==> src/rtl/hazard_ctrl.sv <==
// ID-stage hazard unit: tracks EX/MEM/WB destinations, raises load-use and MUL stalls,
// flushes IF/ID on taken control transfers and selects operand forwarding sources.
module hazard_ctrl #(
    parameter int MUL_LAT = 4
) (
    input  logic       clk,
    input  logic       rst,
    input  logic       id_valid,
    input  logic [4:0] rs_id,
    input  logic [4:0] rt_id,
    input  logic       use_rs_id,
    input  logic       use_rt_id,
    input  logic       write_id,
    input  logic [4:0] waddr_id,
    input  logic       is_lw_id,
    input  logic       is_mul_id,
    input  logic       is_jump,
    output logic       stall_pc,
    output logic       stall_if_id,
    output logic       bubble_id_ex,
    output logic       stall_ex,
    output logic       flush_if_id,
    output logic [1:0] fwd_rs,
    output logic [1:0] fwd_rt,
    output logic       mul_busy
);
    localparam int MW = $clog2(MUL_LAT) + 1;
    localparam logic [MW-1:0] MUL_INIT = MW'(MUL_LAT - 1);

    typedef struct packed {
        logic       valid;
        logic       write;
        logic [4:0] waddr;
        logic       is_lw;
        logic       is_mul;
    } ex_trk_t;

    typedef struct packed {
        logic       valid;
        logic       write;
        logic [4:0] waddr;
        logic       is_lw;
    } trk_t;

    ex_trk_t       ex_q, ex_d;
    trk_t          mem_q, mem_d, wb_q;
    logic [MW-1:0] mcnt_q, mcnt_d;

    function automatic logic hit(input logic v, input logic w, input logic [4:0] wa,
                                 input logic [4:0] r, input logic u, input logic idv);
        return idv & v & w & (wa == r) & (r != 5'd0) & u;
    endfunction

    // An EX hit that cannot be forwarded yet pins the select to the regfile; a stall covers it.
    function automatic logic [1:0] fsel(input logic h_ex, input logic ex_ok,
                                        input logic h_mem, input logic h_wb);
        if (h_ex)       return ex_ok ? 2'b01 : 2'b00;
        else if (h_mem) return 2'b10;
        else if (h_wb)  return 2'b11;
        else            return 2'b00;
    endfunction

    logic ex_rs, ex_rt, mem_rs, mem_rt, wb_rs, wb_rt;
    logic load_use, mul_stall, stall_any, ex_fwd_ok;
    logic [1:0] fwd_rs_c, fwd_rt_c;

    always_comb begin
        ex_rs  = hit(ex_q.valid,  ex_q.write,  ex_q.waddr,  rs_id, use_rs_id, id_valid);
        ex_rt  = hit(ex_q.valid,  ex_q.write,  ex_q.waddr,  rt_id, use_rt_id, id_valid);
        mem_rs = hit(mem_q.valid, mem_q.write, mem_q.waddr, rs_id, use_rs_id, id_valid);
        mem_rt = hit(mem_q.valid, mem_q.write, mem_q.waddr, rt_id, use_rt_id, id_valid);
        wb_rs  = hit(wb_q.valid,  wb_q.write,  wb_q.waddr,  rs_id, use_rs_id, id_valid);
        wb_rt  = hit(wb_q.valid,  wb_q.write,  wb_q.waddr,  rt_id, use_rt_id, id_valid);

        mul_stall = (mcnt_q != '0);
        load_use  = (ex_rs | ex_rt) & ex_q.is_lw;
        stall_any = load_use | mul_stall;
        ex_fwd_ok = ~ex_q.is_lw & ~mul_stall;
        fwd_rs_c  = fsel(ex_rs, ex_fwd_ok, mem_rs, wb_rs);
        fwd_rt_c  = fsel(ex_rt, ex_fwd_ok, mem_rt, wb_rt);
    end

    always_comb begin
        mcnt_d = mcnt_q;
        if (mul_stall)
            mcnt_d = mcnt_q - MW'(1);
        else if (id_valid & is_mul_id & ~load_use)
            mcnt_d = MUL_INIT;

        mem_d = '0;
        if (!mul_stall)
            mem_d = '{valid: ex_q.valid, write: ex_q.write, waddr: ex_q.waddr, is_lw: ex_q.is_lw};

        ex_d = ex_q;
        if (!mul_stall) begin
            if (load_use | ~id_valid)
                ex_d = '0;
            else
                ex_d = '{valid: 1'b1, write: write_id, waddr: waddr_id,
                         is_lw: is_lw_id, is_mul: is_mul_id};
        end
    end

    always_ff @(posedge clk) begin
        if (rst) begin
            ex_q   <= '0;
            mem_q  <= '0;
            wb_q   <= '0;
            mcnt_q <= '0;
        end else begin
            ex_q   <= ex_d;
            mem_q  <= mem_d;
            wb_q   <= mem_q;
            mcnt_q <= mcnt_d;
        end
    end

    // WB load flag and the EX MUL flag are tracked for completeness; nothing downstream reads them here.
    logic unused_trk;
    assign unused_trk = wb_q.is_lw ^ ex_q.is_mul;

    // Outputs are forced low while reset is held, whatever the trackers contain.
    assign stall_pc     = ~rst & stall_any;
    assign stall_if_id  = ~rst & stall_any;
    assign bubble_id_ex = ~rst & load_use & ~mul_stall;
    assign stall_ex     = ~rst & mul_stall;
    assign mul_busy     = ~rst & mul_stall;
    assign flush_if_id  = ~rst & id_valid & is_jump & ~stall_any;
    assign fwd_rs       = rst ? 2'b00 : fwd_rs_c;
    assign fwd_rt       = rst ? 2'b00 : fwd_rt_c;
endmodule

==> config.mk <==
export PLATFORM = sky130hd
export DESIGN_NAME = hazard_ctrl
export DESIGN_NICKNAME = d
export VERILOG_FILES = /design/src/rtl/hazard_ctrl.sv
export SDC_FILE = /design/constraint.sdc
export NUM_CORES = 1
export LEC_CHECK = 0
export BUFFER_PORTS_ARGS = -buffer_cell sky130_fd_sc_hd__buf_2
export CORE_MARGIN = 3
export CORE_UTILIZATION = 30
export DETAILED_ROUTE_END_ITERATION = 10
export GPL_TIMING_DRIVEN = 1
export PLACE_DENSITY_LB_ADDON = 0.12
export SYNTH_ARGS = -nofsm -noshare
export SYNTH_HDL_FRONTEND = slang
export SYNTH_SLANG_ARGS = --single-unit
==> constraint.sdc <==
create_clock -name clk -period 1.8 [get_ports clk]
set_clock_uncertainty 0.2 [all_clocks]
set_input_delay 0.18 -clock clk [delete_from_list [all_inputs] [get_ports clk]]
set_output_delay 0.18 -clock clk [all_outputs]
set_load 0.01 [all_outputs]
Word level (Yosys, flattened, before mapping) --
Index checks and enable logic that the tools add are counted.
Storage, ports and cells: register bits 25, input port bits 24, output and inout bits 10, logic and storage cells 79
Cells by class: add/sub/neg operators 1, equal/unequal tests 6, multiplexer cells 12, bitwise operators 44, reduce and logical (&&, ||, !) cells 5
Operators with widths (count):
- 1-bit bitwise AND | 35
- 5-bit == test | 6
- 2-bit two-way mux | 8
- 5-bit nonzero test | 2
- 9-bit two-way mux | 1
- 3-bit two-way mux | 2
- 1-bit NOT | 6
- 1-bit bitwise OR | 3
- 3-bit nonzero test | 1
- 3-bit by 1-bit subtractor with 3-bit output, second input constant | 1
- 2-bit nonzero test | 1
- 2-bit OR reduction | 1
- 1-bit two-way mux | 1

Longest topological paths before layout --
depth after elaboration 11, depth in mapped cells 7, gate-level depth less buffers 7

Least setup slack after synthesis --
No wires, ideal clock.
kind register to output, start point register mem_q[4] (netlist name), end point output port fwd_rt[1], arrival time 1.729 ns, data required time 1.420 ns, path slack -0.309 ns, stages on the path, launching flop included 5, path buffers 0, cell sequence dfxtp_1 xor2_1 or4_1 or4_1 a211oi_1
Between the ends: word-level cells in the longest chain between the ends 7
RTL lines:
- from (decl) | line 46 | trk_t mem_q, mem_d, wb_q;
- from (signal assigned) | line 112 | mem_q <= mem_d;
- 5-bit == test | line 51 | return idv & v & w & (wa == r) & (r != 5'd0) & u;
- 1-bit bitwise AND (3 in a row) | line 51
- 2-bit two-way mux | line 58 | else if (h_mem) return 2'b10;
- 2-bit two-way mux | line 57 | if (h_ex) return ex_ok ? 2'b01 : 2'b00;
- 2-bit two-way mux | line 130 | assign fwd_rt = rst ? 2'b00 : fwd_rt_c;
- to (decl) | line 24 | output logic [1:0] fwd_rt,
No other way between the ends.

Worst setup path in the final report --
start point register mem_q[5] (netlist name), end point output port fwd_rs[1]
Between the ends: word-level cells in the longest chain between the ends 7
RTL lines:
- 5-bit == test | line 51
- 1-bit bitwise AND (3 in a row) | line 51
- 2-bit two-way mux | line 58
- 2-bit two-way mux | line 57
- 2-bit two-way mux | line 129 | assign fwd_rs = rst ? 2'b00 : fwd_rs_c;
- to (decl) | line 23 | output logic [1:0] fwd_rs,
No other way between the ends.

==> impl_metrics.toml <==
[route]
drc = 0
first_iter_violations = 30
drt-pass1-iter-count = 4
drt-total-wl_mm = 4.04
wl_per_cell_um = 14.3
ant_nets = 0
routed-via-count = 1306
routed_via_density = 4.63

[die]
die_w_um = 73.7
rows = 24
initial_core_util_pct = 31.4
core_area_sq_um = 4380
io_pins = 34
die_h_um = 73.7
dieArea_sq_um = 5440

[worst_setup_path]
crit_path_max_fanout = 3
arrival_ns = 2.10
required_ns = 1.42
path_class = "register to output port"
worst_setup_path_start_kind = "register"
startpoint = "mem_q[5]$_SDFF_PP0_"
critPathCaptureType = "output port"
r2r-start = "ex_q[3]$_SDFFE_PP0P_"

[grt]
grt_first_pass_wirelength_mm = 6.42
grt_use_total_pct = 15.4
grt.overflow.total = 0
grt_pass1_vias = 1331
grt_max_degree = 19
antenna_found_initial = 0

[placed_design]
gp_congestion = 0.891
hpwl_mm = 2.98
dpl_worst_slack_ns = -0.422
place.port_buffers = 33

[pwr]
p_switching_mw = 0.694
p_leak_nw = 0.999
swShare_pct = 34.5
power.internal_mw = 1.32
pwr-share-seq_pct = 36.4
p_per_area_nw_per_um2 = 876
combPwrFrac_pct = 46.7
p_clk_share_pct = 16.9
power.total_mw = 2.01
ir_worst_vdd_v = 0.000375

[yosys]
syn_area_sq_um = 1380
synth.most_common_cell = "dfxtp_1"
ys_seq_area_share_pct = 36.4
yosysTopAreaCellShare_pct = 36.4
synthFlopType = "dfxtp_1"
synth_edf_count = 0
yosys_warnings = 0
async_flop_share_pct = 0
synthTopCellsByCount = "dfxtp_1, xnor2_1, xor2_1"
ys_types = 34
postSynthAreaPerCell_sq_um = 9.69
netlist_instances = 142
yosys.area.top_type = "dfxtp_1"
ys_top_cells_by_area = "dfxtp_1, xnor2_1, xor2_1"
synth_seq_cells = 25
syn_nets = 168

[job]
maxCapViolations = 0

[cts]
numCtsBuffers = 3
cts_root_buffer = "clkbuf_8"
cts.sinks = 25
clk_latency_ns = 0.27
htree_num_levels = 1
cts.path.max_buffers = 2
cts_tree = "built"
clkTransAtPathRegs_ns = 0.09

[timing]
fin_ws_ns = -0.682
layout_min_cycle_time_ns = 2.48
rsz0062_at_grt = "true"
fin_crit_sh_pct = 138
max_clock_freq_mhz = 403
relSlewSlack_pct = 74.2
slew_violations = 0
setup_viol = 18
worst_pin_slew_ns = 0.385
finalHoldViolations = 0

[finish]
areaGrowthSynthToFinish_pct = 66.6
antenna_cells = 0
drive_gt1_share_pct = 58.7
n_fill_cell = 393
num-nets-final = 257

[worst_hold_path]
hp-start = "is_mul_id"
holdCritPathClass = "primary input to register"

[run_status]
violations = "negative setup slack"
outcome = "finished with violations"
cell usage in the layout (no fill, tap or decap), types with 4 or more instances in the layout:
cell type	n
buf_4	45
buf_2	29
xor2_1	14
dfxtp_1	13
xnor2_1	9
nor2b_1	8
dfxtp_2	8
xnor2_2	7
a22o_1	7
and2_1	7
dlygate4sd3_1	7
buf_6	7
or4_4	4
nand2_1	4
or4_1	4
nor2_1	4
nand2_2	4
dfxtp_4	4
stage by stage:
stage	instance area [sq um]	instances	hold slack (ns)	setup TNS (ns)	utilization (%)
4_1_cts	2120	276	0.119	-4.11	48.4
6_report	2290	282	0.125	-4.22	52.3
5_1_grt	2290	282	0.137	-5.73	52.3
3_5_place_dp	1900	261	0.193	-4.89	43.3
2_1_floorplan	1400	142	0.106	-0.921	-
3_3_place_gp	1900	261	0.190	-5.04	43.3
power by group through the flow:
stage                     combinational, mW  sequential, mW  clock [mW]
after floorplan                       0.417           0.708           0
after global placement                0.735           0.713           0
after detailed placement              0.750           0.716           0
after CTS                             0.850           0.712       0.350
after global routing                   1.03           0.745       0.381
final                                 0.937           0.731       0.340
cell type report:
| cell class | instances | area [sq um] | share of cell area [%] |
|---|---|---|---|
| multi-input combinational | 110 | 1010 | 44.2 |
| timing repair buffer | 88 | 632 | 27.6 |
| sequential | 25 | 526 | 22.9 |
| tap | 52 | 65.1 | 2.84 |
| clock buffer | 3 | 41.3 | 1.80 |
| inverter | 3 | 11.3 | 0.491 |
| clock inverter | 1 | 5.00 | 0.218 |
cell families (layout without fill, tap and decap cells):
family	after synthesis	after routing	synth area share [%]
AO/OA/AOI/OAI	21	21	13.7
adder cells (fa/ha/maj)	2	2	1.82
AND/OR/NAND/NOR	55	55	25.1
buffers and inverters	7	95	2.45
multiplexers	1	1	0.818
XOR/XNOR	31	31	19.7
flip-flops	25	25	36.4
worst max-delay path, cell delays in order (launching register included):
cell	delay [ns]
dfxtp_4	0.36
xor2_1	0.15
or4_1	0.49
or4_4	0.44
a211oi_2	0.24
buf_2	0.16
what timing repair did:
item / CTS / global route
pin swaps: 12 / 14
setup buffers: 4 / 7
hold endpoints to repair: 7 / 0
setup endpoints to repair: 20 / 20
cloned: 0 / 0
resized for setup: 23 / 27
hold buffers: 7 / 0
state kept, by name (all words and copies together) (netlist names):
signal / cells
mem_q: 7
mcnt_q: 3
ex_q: 8
wb_q: 7
layer usage:
layer	share of wire [%]	up-vias	track usage (%)
met3	4.5	4	2.74
met4	1.1	0	4.83
li1	-	674	-
met1	46	602	21.4
met5	0	-	0
met2	48	26	24.1
path summary, 6_finish.rpt:
| kind | endpoint | slack, ns | cells past startpoint |
|---|---|---|---|
| setup / recovery | fwd_rs[1] | -0.68 | 5 |
| hold / removal | mcnt_q[1]$_SDFFE_PP0P_ | 0.12 | 4 |
| setup reg to reg | mcnt_q[1]$_SDFFE_PP0P_ | -0.11 | 6 |
| hold reg to reg | wb_q[7]$_SDFF_PP0_ | 0.28 | 1 |
(Power assumes the default switching activity.)
